`config.mk`:
```
export PLATFORM = sky130hd
export DESIGN_NAME = move_queue
export DESIGN_NICKNAME = d
export VERILOG_FILES = /design/src/rtl/move_queue_pkg.sv /design/src/rtl/move_queue_cmd_fifo.sv /design/src/rtl/move_queue.sv
export SDC_FILE = /design/constraint.sdc
export NUM_CORES = 1
export LEC_CHECK = 0
export CELL_PAD_IN_SITES_DETAIL_PLACEMENT = 0
export CELL_PAD_IN_SITES_GLOBAL_PLACEMENT = 1
export CORE_MARGIN = 5
export CORE_UTILIZATION = 47
export DETAILED_ROUTE_END_ITERATION = 12
export DONT_BUFFER_PORTS = 1
export GPL_ROUTABILITY_DRIVEN = 0
export PLACE_DENSITY = 0.71
export SLEW_MARGIN = 20
export SYNTH_ARGS = -nofsm -noshare
export SYNTH_HDL_FRONTEND = slang
export SYNTH_SLANG_ARGS = --single-unit
export TNS_END_PERCENT = 1
```
`constraint.sdc`:
```
create_clock -name clk -period 4.7 [get_ports clk]
set_clock_uncertainty 0.2 [all_clocks]
set_input_delay 0.94 -clock clk [delete_from_list [all_inputs] [get_ports clk]]
set_output_delay 0.94 -clock clk [all_outputs]
set_load 0.005 [all_outputs]
```
`src/rtl/move_queue_pkg.sv`:
```
// Shared Tetris definitions: command codes and move-source priority helper.
// Latency: none (types, constants and a pure function only).
// Backpressure: not applicable.
package move_queue_pkg;

    // Command codes seen by the game engine; a code of 0 means "no command".
    typedef enum logic [2:0] {
        CMD_NONE   = 3'd0,
        CMD_DROP   = 3'd1,
        CMD_ROTATE = 3'd2,
        CMD_LEFT   = 3'd3,
        CMD_RIGHT  = 3'd4,
        CMD_DOWN   = 3'd5
    } cmd_t;

    // Pending vector is ordered by priority: bit 0 = drop ... bit 4 = down,
    // so bit i always carries command code i+1.
    localparam int NUM_SRC = 5;

    // Code of the highest-priority (lowest-index) pending source, CMD_NONE if idle.
    function automatic logic [2:0] pick_code(input logic [NUM_SRC-1:0] pend);
        logic [2:0] code;
        code = CMD_NONE;
        for (int i = NUM_SRC - 1; i >= 0; i--) begin
            if (pend[i]) begin
                code = 3'(i + 1);
            end
        end
        return code;
    endfunction

endpackage

```
`src/rtl/move_queue_cmd_fifo.sv`:
```
// Small command FIFO with occupancy count; head entry is read directly from storage.
// Latency: a push is visible at dout/empty one cycle after the write edge.
// Backpressure: push is ignored when full unless a pop frees a slot on the same edge.
module cmd_fifo #(
    parameter int DEPTH = 4,
    parameter int W     = 3
) (
    input  logic                     clk,
    input  logic                     rst,
    input  logic                     clr,
    input  logic                     push,
    input  logic                     pop,
    input  logic [W-1:0]             din,
    output logic [W-1:0]             dout,
    output logic                     empty,
    output logic                     full,
    output logic [$clog2(DEPTH):0]   level
);
    localparam int AW = $clog2(DEPTH);
    localparam int LW = AW + 1;
    localparam logic [LW-1:0] FULL_LVL = LW'(DEPTH);
    localparam logic [LW-1:0] LVL_ONE  = LW'(1);
    localparam logic [AW-1:0] PTR_ONE  = AW'(1);

    logic [W-1:0]  mem [DEPTH];
    logic [AW-1:0] wr_ptr;
    logic [AW-1:0] rd_ptr;
    logic          do_push;
    logic          do_pop;

    assign empty   = (level == '0);
    assign full    = (level == FULL_LVL);
    assign do_pop  = pop && !empty;
    assign do_push = push && (!full || do_pop);
    assign dout    = mem[rd_ptr];

    // Storage write; contents are never reset, only the pointers are.
    always_ff @(posedge clk) begin
        if (!rst && !clr && do_push) begin
            mem[wr_ptr] <= din;
        end
    end

    // Pointers wrap naturally at DEPTH (power of two); level holds on push+pop.
    always_ff @(posedge clk) begin
        if (rst || clr) begin
            wr_ptr <= '0;
            rd_ptr <= '0;
            level  <= '0;
        end else begin
            if (do_push) wr_ptr <= wr_ptr + PTR_ONE;
            if (do_pop)  rd_ptr <= rd_ptr + PTR_ONE;
            if (do_push && !do_pop) begin
                level <= level + LVL_ONE;
            end else if (do_pop && !do_push) begin
                level <= level - LVL_ONE;
            end
        end
    end

endmodule

```
`src/rtl/move_queue.sv`:
```
// Collects per-key move pulses into pending bits and queues them by priority.
// Latency: pulse sampled at edge E0 is pushed at E1; cmd_valid rises the cycle after E1.
// Backpressure: cmd_ready stalls pops; with a full FIFO pending bits hold and repeats set dropped.
module move_queue
    import move_queue_pkg::*;
#(
    parameter int DEPTH = 4
) (
    input  logic                    clk,
    input  logic                    rst,
    input  logic                    clr,
    input  logic                    left_pulse,
    input  logic                    right_pulse,
    input  logic                    rotate_pulse,
    input  logic                    down_pulse,
    input  logic                    drop_pulse,
    input  logic                    cmd_ready,
    output logic                    cmd_valid,
    output logic [2:0]              cmd_code,
    output logic                    dropped,
    output logic [$clog2(DEPTH):0]  level
);
    logic [NUM_SRC-1:0] pulse;
    logic [NUM_SRC-1:0] pending;
    logic [NUM_SRC-1:0] drain;
    logic [2:0]         push_code;
    logic [2:0]         head_code;
    logic               fifo_empty;
    logic               fifo_full;
    logic               pop;
    logic               push;

    // Priority order: bit 0 is the most urgent source.
    assign pulse = {down_pulse, right_pulse, left_pulse, rotate_pulse, drop_pulse};

    // Head outputs depend only on FIFO registers, never on the pulse inputs.
    assign cmd_valid = !fifo_empty;
    assign cmd_code  = cmd_valid ? head_code : CMD_NONE;

    // Select and drain the top pending source when the FIFO can take it.
    always_comb begin
        pop       = cmd_valid && cmd_ready;
        push_code = pick_code(pending);
        push      = (|pending) && (!fifo_full || pop);
        drain     = '0;
        if (push) begin
            drain = pending & (~pending + NUM_SRC'(1));
        end
    end

    // Pending bits: a pulse always (re)arms its bit; a drained bit clears otherwise.
    always_ff @(posedge clk) begin
        if (rst || clr) begin
            pending <= '0;
        end else begin
            pending <= pulse | (pending & ~drain);
        end
    end

    // Sticky loss flag: a pulse hitting an armed bit that is not leaving this cycle.
    always_ff @(posedge clk) begin
        if (rst) begin
            dropped <= 1'b0;
        end else if (!clr && |(pulse & pending & ~drain)) begin
            dropped <= 1'b1;
        end
    end

    cmd_fifo #(
        .DEPTH (DEPTH),
        .W     (3)
    ) u_fifo (
        .clk   (clk),
        .rst   (rst),
        .clr   (clr),
        .push  (push),
        .pop   (pop),
        .din   (push_code),
        .dout  (head_code),
        .empty (fifo_empty),
        .full  (fifo_full),
        .level (level)
    );

endmodule

```
; Yosys cells after proc, flatten, opt, wreduce, memory -nomap -nowiden
; Memories as Yosys holds them, arrays and structs flattened. A register that Yosys moved wholly into a read port is not among the register bits.
; Cells that the tools add are included.
[word_totals]
regBits = 13
latchBits = 0
ramBits = 12
rom_bits = 0
in_bits = 9
output_inout_bits = 8
wordCells = 54
n_memories = 1
[memory_table]
columns = memory, words, width, read_ports, rd_ports_with_merged_regs, write_ports, line
row1 = u_fifo.mem, 4, 3, 1, 1, 1, move_queue_cmd_fifo.sv:25  ; logic [W-1:0] mem [DEPTH];
[classes]
n_addsub = 5
multipliers = 0
n_div = 0
n_lt_le_gt_ge = 0
eq_ne = 1
shifts = 0
muxes = 13
bitwise = 7
n_reduce_logical = 22
[ops]
columns = cell, count
row1 = $mux 3, 8
row2 = $and 5x5->5, 4
row3 = $not 5->5, 2
row4 = $reduce_or 5->1, 2
row5 = $logic_and 1x1->1, 9
row6 = $logic_not 1->1, 6
row7 = $add 5x1->5 const B, 1
row8 = $mux 5, 1
row9 = $or 5x5->5, 1
row10 = $add 2x1->2 const B, 2
row11 = $mux 2, 2
row12 = $add 3x1->3 const B, 1
row13 = $eq 3x3->1 const B, 1
row14 = $logic_not 3->1, 1
row15 = $logic_or 1x1->1, 3
row16 = $sub 3x1->3 const B, 1
row17 = $mux 1, 2
row18 = $reduce_bool 2->1, 1

; Logic depth before layout (Yosys ltp)
; Gate-level depths: netlist of the first run.
[logic_depth]
depth_word = 10
mapped_depth = 9
mapped_depth_nobuf = 8

; Cells and area by module
; A second synthesis of the first run with hierarchy kept.
[hier_totals]
hier_cells = 111
hier_area_um2 = 1293.7
[by_module_without_submodules]
columns = module, instances, cells_each, area_each_um2, seq_area_each_um2
row1 = cmd_fifo, 1, 66, 933.4, 540.5
row2 = move_queue, 1, 45, 360.3, 120.1

; Least setup slack after synthesis of the first run
; Ideal clock, no wire load.
[synth_timing]
path_kind = input-to-reg
from = in cmd_ready
to = reg u_fifo.level[2]
setup_ns = 0.070
arrival_ns = 2.416
required_ns = 4.430
slack_ns = 2.014
path_stages = 8
path_buffers = 0
path_cell_list = nor4b_4 -> a21oi_2 -> ha_1 -> inv_1 -> fa_1 -> xor2_1 -> or3_1 -> a21oi_1
[synth_between]
elab_chain_len = 7
word_cells_on_any_way = 12
cone_classes = mux: 1 / reduce/logical: 11
[synth_rtl]
columns = element, line
row1 = start: declaration, move_queue.sv:17  ; input logic cmd_ready,
row2 = $logic_and 1x1->1 (*), move_queue.sv:42  ; pop = cmd_valid && cmd_ready;
row3 = $logic_or 1x1->1 or $logic_and 1x1->1 (tied branches), "move_queue.sv:44, move_queue_cmd_fifo.sv:33"
row4 = $logic_and 1x1->1 or $logic_or 1x1->1 (tied branches), "move_queue.sv:44, move_queue_cmd_fifo.sv:34"
row5 = $logic_and 1x1->1 (*), move_queue_cmd_fifo.sv:34  ; assign do_push = push && (!full || do_pop);
row6 = named net u_fifo.do_push, move_queue_cmd_fifo.sv:28  ; logic do_push;
row7 = $logic_not 1->1, move_queue_cmd_fifo.sv:55  ; end else if (do_pop && !do_push) begin
row8 = $logic_and 1x1->1, move_queue_cmd_fifo.sv:55
row9 = $reduce_bool 2->1 (no source line), n/a
row10 = end signal: assignment, move_queue_cmd_fifo.sv:54  ; level <= level + LVL_ONE;
row11 = end signal: assignment, move_queue_cmd_fifo.sv:56  ; level <= level - LVL_ONE;
row12 = end: declaration, move_queue_cmd_fifo.sv:17  ; output logic [$clog2(DEPTH):0] level
; Mark *: on every way through the listed nets, which the timed path passes. The rest lies on a longest branch.
; A chain may end at the register's enable or synchronous reset.

==> results of run 1 <==
metrics by stage:
step | hold WS [ns] | util | power (W)
3_5_place_dp | 0.302 | 0.506 | 0.000347
2_1_floorplan | 0.271 | - | 0.000332
5_1_grt | 0.364 | 0.517 | 0.000464
4_1_cts | 0.321 | 0.517 | 0.000442
6_report | 0.326 | 0.517 | 0.000438
3_3_place_gp | 0.295 | 0.506 | 0.000344
cell type report:
type                       count  area, um2
clock buffer                   3       22.5
clock inverter                 1       5.00
fill                         235       1200
inverter                       7       26.3
multi-input combinational     67        528
sequential                    27        661
tap                           30       37.5
cell usage in the layout, fill, tap and decap left out, types with 2 or more instances in the layout:
master,netlist,final
or3_1,2,2
and2_1,3,3
o21ai_0,2,2
xor2_1,4,4
mux4_2,3,3
edfxtp_1,12,12
inv_1,7,7
clkbuf_4,0,3
mux2i_1,2,2
nand2_1,2,2
and3_1,4,4
ha_1,5,5
dfxtp_1,15,15
nor2_1,14,14
nand3_1,2,2
a21oi_1,7,7
registers in the layout, summed over array words and instances (netlist names), named ones only:
signal         count
u_fifo.rd_ptr      2
u_fifo.wr_ptr      2
u_fifo.level       3
pending            5
dropped            1
u_fifo.mem        12
tightest hold or removal path, stage by stage (launching register included):
cell and delay, ns:
dfxtp_1 0.35, inv_1 0.09, a221oi_2 0.06
metal layers:
layer  vias to the layer above  part of all wire  track usage  wire (um)
met5                         -                 0            0          0
met4                         0            0.0095       0.0557         19
met3                         2             0.069       0.0340        138
met2                        15              0.47        0.205        940
met1                       364              0.45        0.154        895
li1                        372                 -            -          -
final timing paths:
| check | to | startpoint | cells after the start |
|---|---|---|---|
| max | cmd_code[2] | flop | 2 |
| min | dropped | dropped | 2 |
| max reg2reg | u_fifo.level[2] | u_fifo.level[0] | 8 |
| min reg2reg | dropped | dropped | 2 |
logic make-up (layout without fill, tap and decap cells):
| group | after synthesis | count (layout) |
|---|---|---|
| AO/OA/AOI/OAI | 18 | 18 |
| XOR/XNOR | 5 | 5 |
| adder cells (fa/ha/maj) | 6 | 6 |
| buffers and inverters | 9 | 11 |
| flip-flops | 27 | 27 |
| multiplexers | 5 | 5 |
| AND/OR/NAND/NOR | 33 | 33 |
power groups by stage:
stage / combinational [W] / sequential [W] / clock [W]
final: 0.0000703 / 0.000269 / 0.0000983
after floorplan: 0.0000607 / 0.000272 / 0
after global placement: 0.0000694 / 0.000274 / 0
after global routing: 0.0000804 / 0.000272 / 0.000112
after detailed placement: 0.0000717 / 0.000275 / 0
after CTS: 0.0000720 / 0.000270 / 0.000101
==> impl_results.md, run 1 <==
- Sequential power share: 0.615
- Leakage: ~0.47 nW
- # port buffers: 0
- Synth Area in Adders: 0.0676
- Min Tclk post-route: 2.60 ns
- Post-synthesis compound-gate area fraction: 0.108
- Placed cell count: 131
- Crit path DAT: 1.46 ns
- Largest net degree at the start of global routing: 16
- DRT iter0 DRCs: 33
- Outcome: complete, no violations
- # hold bufs at CTS: 0
- Die height: 61 um
- CP bufs+invs: 0
- Max Cap Violations: 0
- Fin. max-slew vios: 0
- Post-CTS Setup Bufs: 0
- Total via count in the routed design: 753
- Switching Power: 0.000118 W
- Slowest Stage Delay on Critical Path: 0.52 ns
- RSZ-0062 raised after global routing: false
- Setup crit end kind: output port
- Post-route insts no fill: 135
- DR WL/cell: 14.8 um
- Post-synthesis cell count: between 100 and 150
- Initial Util: 0.493
- Mean post-synth cell area: ~12 um2
- Area leader, netlist: edfxtp_1
- Clock buffer depth: 2
- Int Pwr: 0.000320 W
- Post-DR vias/cell: roughly 5.6
- Mux cell area share after synthesis: 0.0716
- Post-route ant nets: 0
- Share of cells above drive strength 1: 0.133
- Total grt overflow: 0
- Async SR Flop Fraction: 0
- Clock Power Share: 0.225
- EDFF count, synth: 12
- Gate power share: 0.161
- Xor/xnor cell area share of the yosys netlist: 0.0358
- Area share of the largest cell type after synthesis: 0.295
- CTS root buf: clkbuf_4
- HPWL after DPL: 1.57 mm
- Top cells by instance count after synthesis: dfxtp_1 (15), nor2_1 (14), edfxtp_1 (12), a21oi_1 (7), inv_1 (7)
- Setup WS pre-CTS: roughly 1.9 ns
- Most area-consuming cells after synthesis: edfxtp_1 (29%), dfxtp_1 (25%), mux4_2 (5.5%)
- Fin Setup TNS: 0 ns
- Post-cts sizing count: 0
- Startpoint Class: flop
- Antenna violations before repair: 0
- Slew margin rel.: 0.704
- Delay-heaviest family, CP: multiplexers
- WL final: 1.99 mm
- CP max-delay cell: mux4_2
- Yosys warnings: 0
- PnR worst setup slack: 2.10 ns
- Worst Setup Path Type: flop to output port
- Max FO, Critical Path: 3
- Peak supply drop: between 0.00015 and 0.0002 V
- Core Area: around 2500 um2
- Synth Register Bits: 27
- Count leader, synth: dfxtp_1
- Sequential area share after synthesis: 0.540
- Setup-failing EPs final: 0
- Mapped cell area: 1220 um2
- Area grow syn2layout: 4.71%
- Post-route cell area: roughly 1300 um2
- CP cell instances: mux4_2, and2_1
- Sw Share: 0.270
- Largest family of logic cells by synthesized area: simple AND/OR/NAND/NOR gates
- Full die area: 3720 um2
- Die width: 61 um
- Ys flop type: dfxtp_1
- Final period utilization: 0.554
- Clock sink count: 27
- Diode count: 0
- Req. time, crit path: 3.56 ns
- Row count: 18
- I/O Pins: 17
- Flop2flop setup slack: 2.17 ns
- CTS H-tree depth: 1
- Final hold vios: 0
- CTS tree: done
- Syn nets: 118
- Simple-Gate Fraction of Synth Area: 0.148
- First-pass GRT wire length: 3.38 mm
- HP Class: flop to flop
- TritonCTS Buffers: 3
- Vias in the first global route: ~800
- F_max: 384 MHz
- Aggregate global-route resource usage: 0.125
- Cell variety after synth: 33
- Cell Area, Placed: 1250 um2
- Worst Tran Pin Value: 0.443 ns
- Drt pass-1 iters: 4
- DRC Markers: 0
- P per Cell Area: ~340 nW/um2
- Clk_lat worst skew: 0.32 ns
- Clock slew at the register clock pins of the worst setup and hold paths: about 0.15 ns
- NumNets Final: 121
Note: power is estimated with default switching activity, not from simulation.
==> run 2: changes to the inputs <==
==> constraint.sdc (replaced) <==
create_clock -name clk -period 2.5 [get_ports clk]
set_clock_uncertainty 0.2 [all_clocks]
set_input_delay 0.5 -clock clk [delete_from_list [all_inputs] [get_ports clk]]
set_output_delay 0.5 -clock clk [all_outputs]
set_load 0.005 [all_outputs]
==> impl_results.md, run 2 (synthesis results as in run 1) <==
- Levels on crit path: 8
- DR WL/cell: 14.3 um
- Final hold vios: 0
- Met2 Resource Use GR: 0.217
- Largest Register: u_fifo.mem
- Post-CTS Setup Bufs: 0
- P per Cell Area: around 640 nW/um2
- Total Power: 0.000856 W
- CP bufs+invs: 1
- Min Tclk post-route: 2.38 ns
- RSZ-0062 raised after global routing: false
- F_max: ~420 MHz
- Setup crit end kind: flop
- GRT busiest layer: met2
- Outcome: complete, no violations
- CTS root buf: clkbuf_4
- Max reg flops: 12
- Die height: 61 um
- HPWL after DPL: 1.57 mm
- M3 GR Usage: 0.0340
- Antenna violations before repair: 0
- Full die area: 3720 um2
- Delay-heaviest family, CP: simple AND/OR/NAND/NOR gates
- Worst path most repeated cell: or3_1
- Commonest non-fill, non-tap cells in the layout: nor2_1 (14), dfxtp_1 (13), edfxtp_1 (12)
- Initial Util: 0.493
- Cell Area, Placed: 1290 um2
- Aggregate global-route resource usage: 0.129
- Clock slew at the register clock pins of the worst setup and hold paths: 0.15 ns
- DRT iter0 DRCs: 35
- Placed cell count: between 100 and 150
- Fin util: 0.539
- CTS H-tree depth: 1
- Post-route ant nets: 0
- TritonCTS Buffers: 3
- Max Cap Violations: 0
- Setup-failing EPs final: 0
- Commonest non-fill, non-tap cell in the layout: nor2_1
- Clock buffer depth: 2
- Cells on worst reg2reg path: 8
- Diode count: 0
- Slew margin rel.: 0.762
- Row count: 18
- Total grt overflow: 0
- HP Class: input pin to flop
- Clk_lat worst skew: 0.33 ns
- Slowest Stage Delay on Critical Path: 0.40 ns
- Largest regs: u_fifo.mem (12), pending (5), u_fifo.level (3)
- Final period utilization: 0.953
- Startpoint Class: flop
- Leakage: between 0.5 and 0.6 nW
- DRC Markers: 0
- Post-route cell area: around 1300 um2
- CTS tree: done
- Fin. max-slew vios: 0
- WL final: 2.01 mm
- I/O Pins: 17
- CP cell instances: or3_1, nand2_1, ha_2, inv_1, fa_1, xor2_1, or3_1, a21oi_1
- Footprint of the multi-input gates: ~530 um2
- Met1 Track Usage GR: 0.153
- First-pass GRT wire length: between 3 and 4 mm
- Max FO, Critical Path: 5
- NumNets Final: 127
- Drt pass-1 iters: 4
- Fillers: 219
- CP max-delay cell: or3_1
- Core Area: 2480 um2
- # port buffers: 0
- Clock sink count: 27
- Largest net degree at the start of global routing: 18
- Total via count in the routed design: 742
- Crit path DAT: 2.45 ns
- Hold depth: 1
- Req. time, crit path: 2.57 ns
- Vias in the first global route: 800
- Peak supply drop: 0.000366 V
- Post-route insts no fill: 141
- Register area: 663 um2
- Area grow syn2layout: 9.31%
- Worst Setup Path Type: flop to flop
- Die width: 61 um
- Post-DR vias/cell: 5.26
- Share of cells above drive strength 1: 0.198
- Fin Setup TNS: 0 ns
- Worst Tran Pin Value: 0.356 ns
==> run 2: cell count changes in the layout (fill, tap and decap cells not counted) <==
cell	previous run	this run
ha_2	0	1
clkinv_2	1	0
dfxtp_2	0	2
dfxtp_1	15	13
dlygate4sd3_1	0	1
buf_4	0	5
ha_1	5	4
inv_6	0	1
==> run 2: timing repair <==
action                                  4_1_cts  5_1_grt
endpoints found under the setup margin        0        1
gates resized for setup                       0        3
hold endpoints to repair                      1        0
hold buffers                                  1        0
==> run 2: per-layer routing <==
metal / routed length (um) / up-vias
met1: 915 / 343
met3: 118 / 2
met4: 16 / 0
met5: 0 / -
li1: - / 384
met2: 962 / 13
==> run 2: final cells by class <==
class / count / area share
clock inverter: 1 / 0.00655
timing repair buffer: 6 / 0.0356
clock buffer: 3 / 0.0169
sequential: 27 / 0.496
multi-input combinational: 67 / 0.397
tap: 30 / 0.0281
inverter: 7 / 0.0197
==> run 2: path summary, 6_finish.rpt <==
kind	slack, ns	to	start
worst max-delay path	0.12	u_fifo.level[2]	u_fifo.level[2]
worst max register to register	0.12	u_fifo.level[2]	u_fifo.level[2]
worst min register to register	0.32	dropped	dropped
worst min-delay path	0.04	dropped	clr
==> run 2: where the power goes <==
group	switching, W	internal (W)	total (W)	leakage [nW]
Combinational	0.0000797	0.0000775	0.000157	0.251
Sequential	0.0000191	0.000482	0.000501	0.233
Clock	0.000133	0.0000652	0.000198	0.0183
==> run 2: per-stage QoR <==
| stage | hold slack [ns] | setup slack (ns) |
|---|---|---|
| 3_5_place_dp | 0.301 | 0.132 |
| 6_report | 0.0435 | 0.118 |
| 3_3_place_gp | 0.294 | 0.225 |
| 2_1_floorplan | 0.271 | 0.102 |
| 5_1_grt | 0.0135 | 0.00624 |
| 4_1_cts | 0.0264 | 0.0959 |
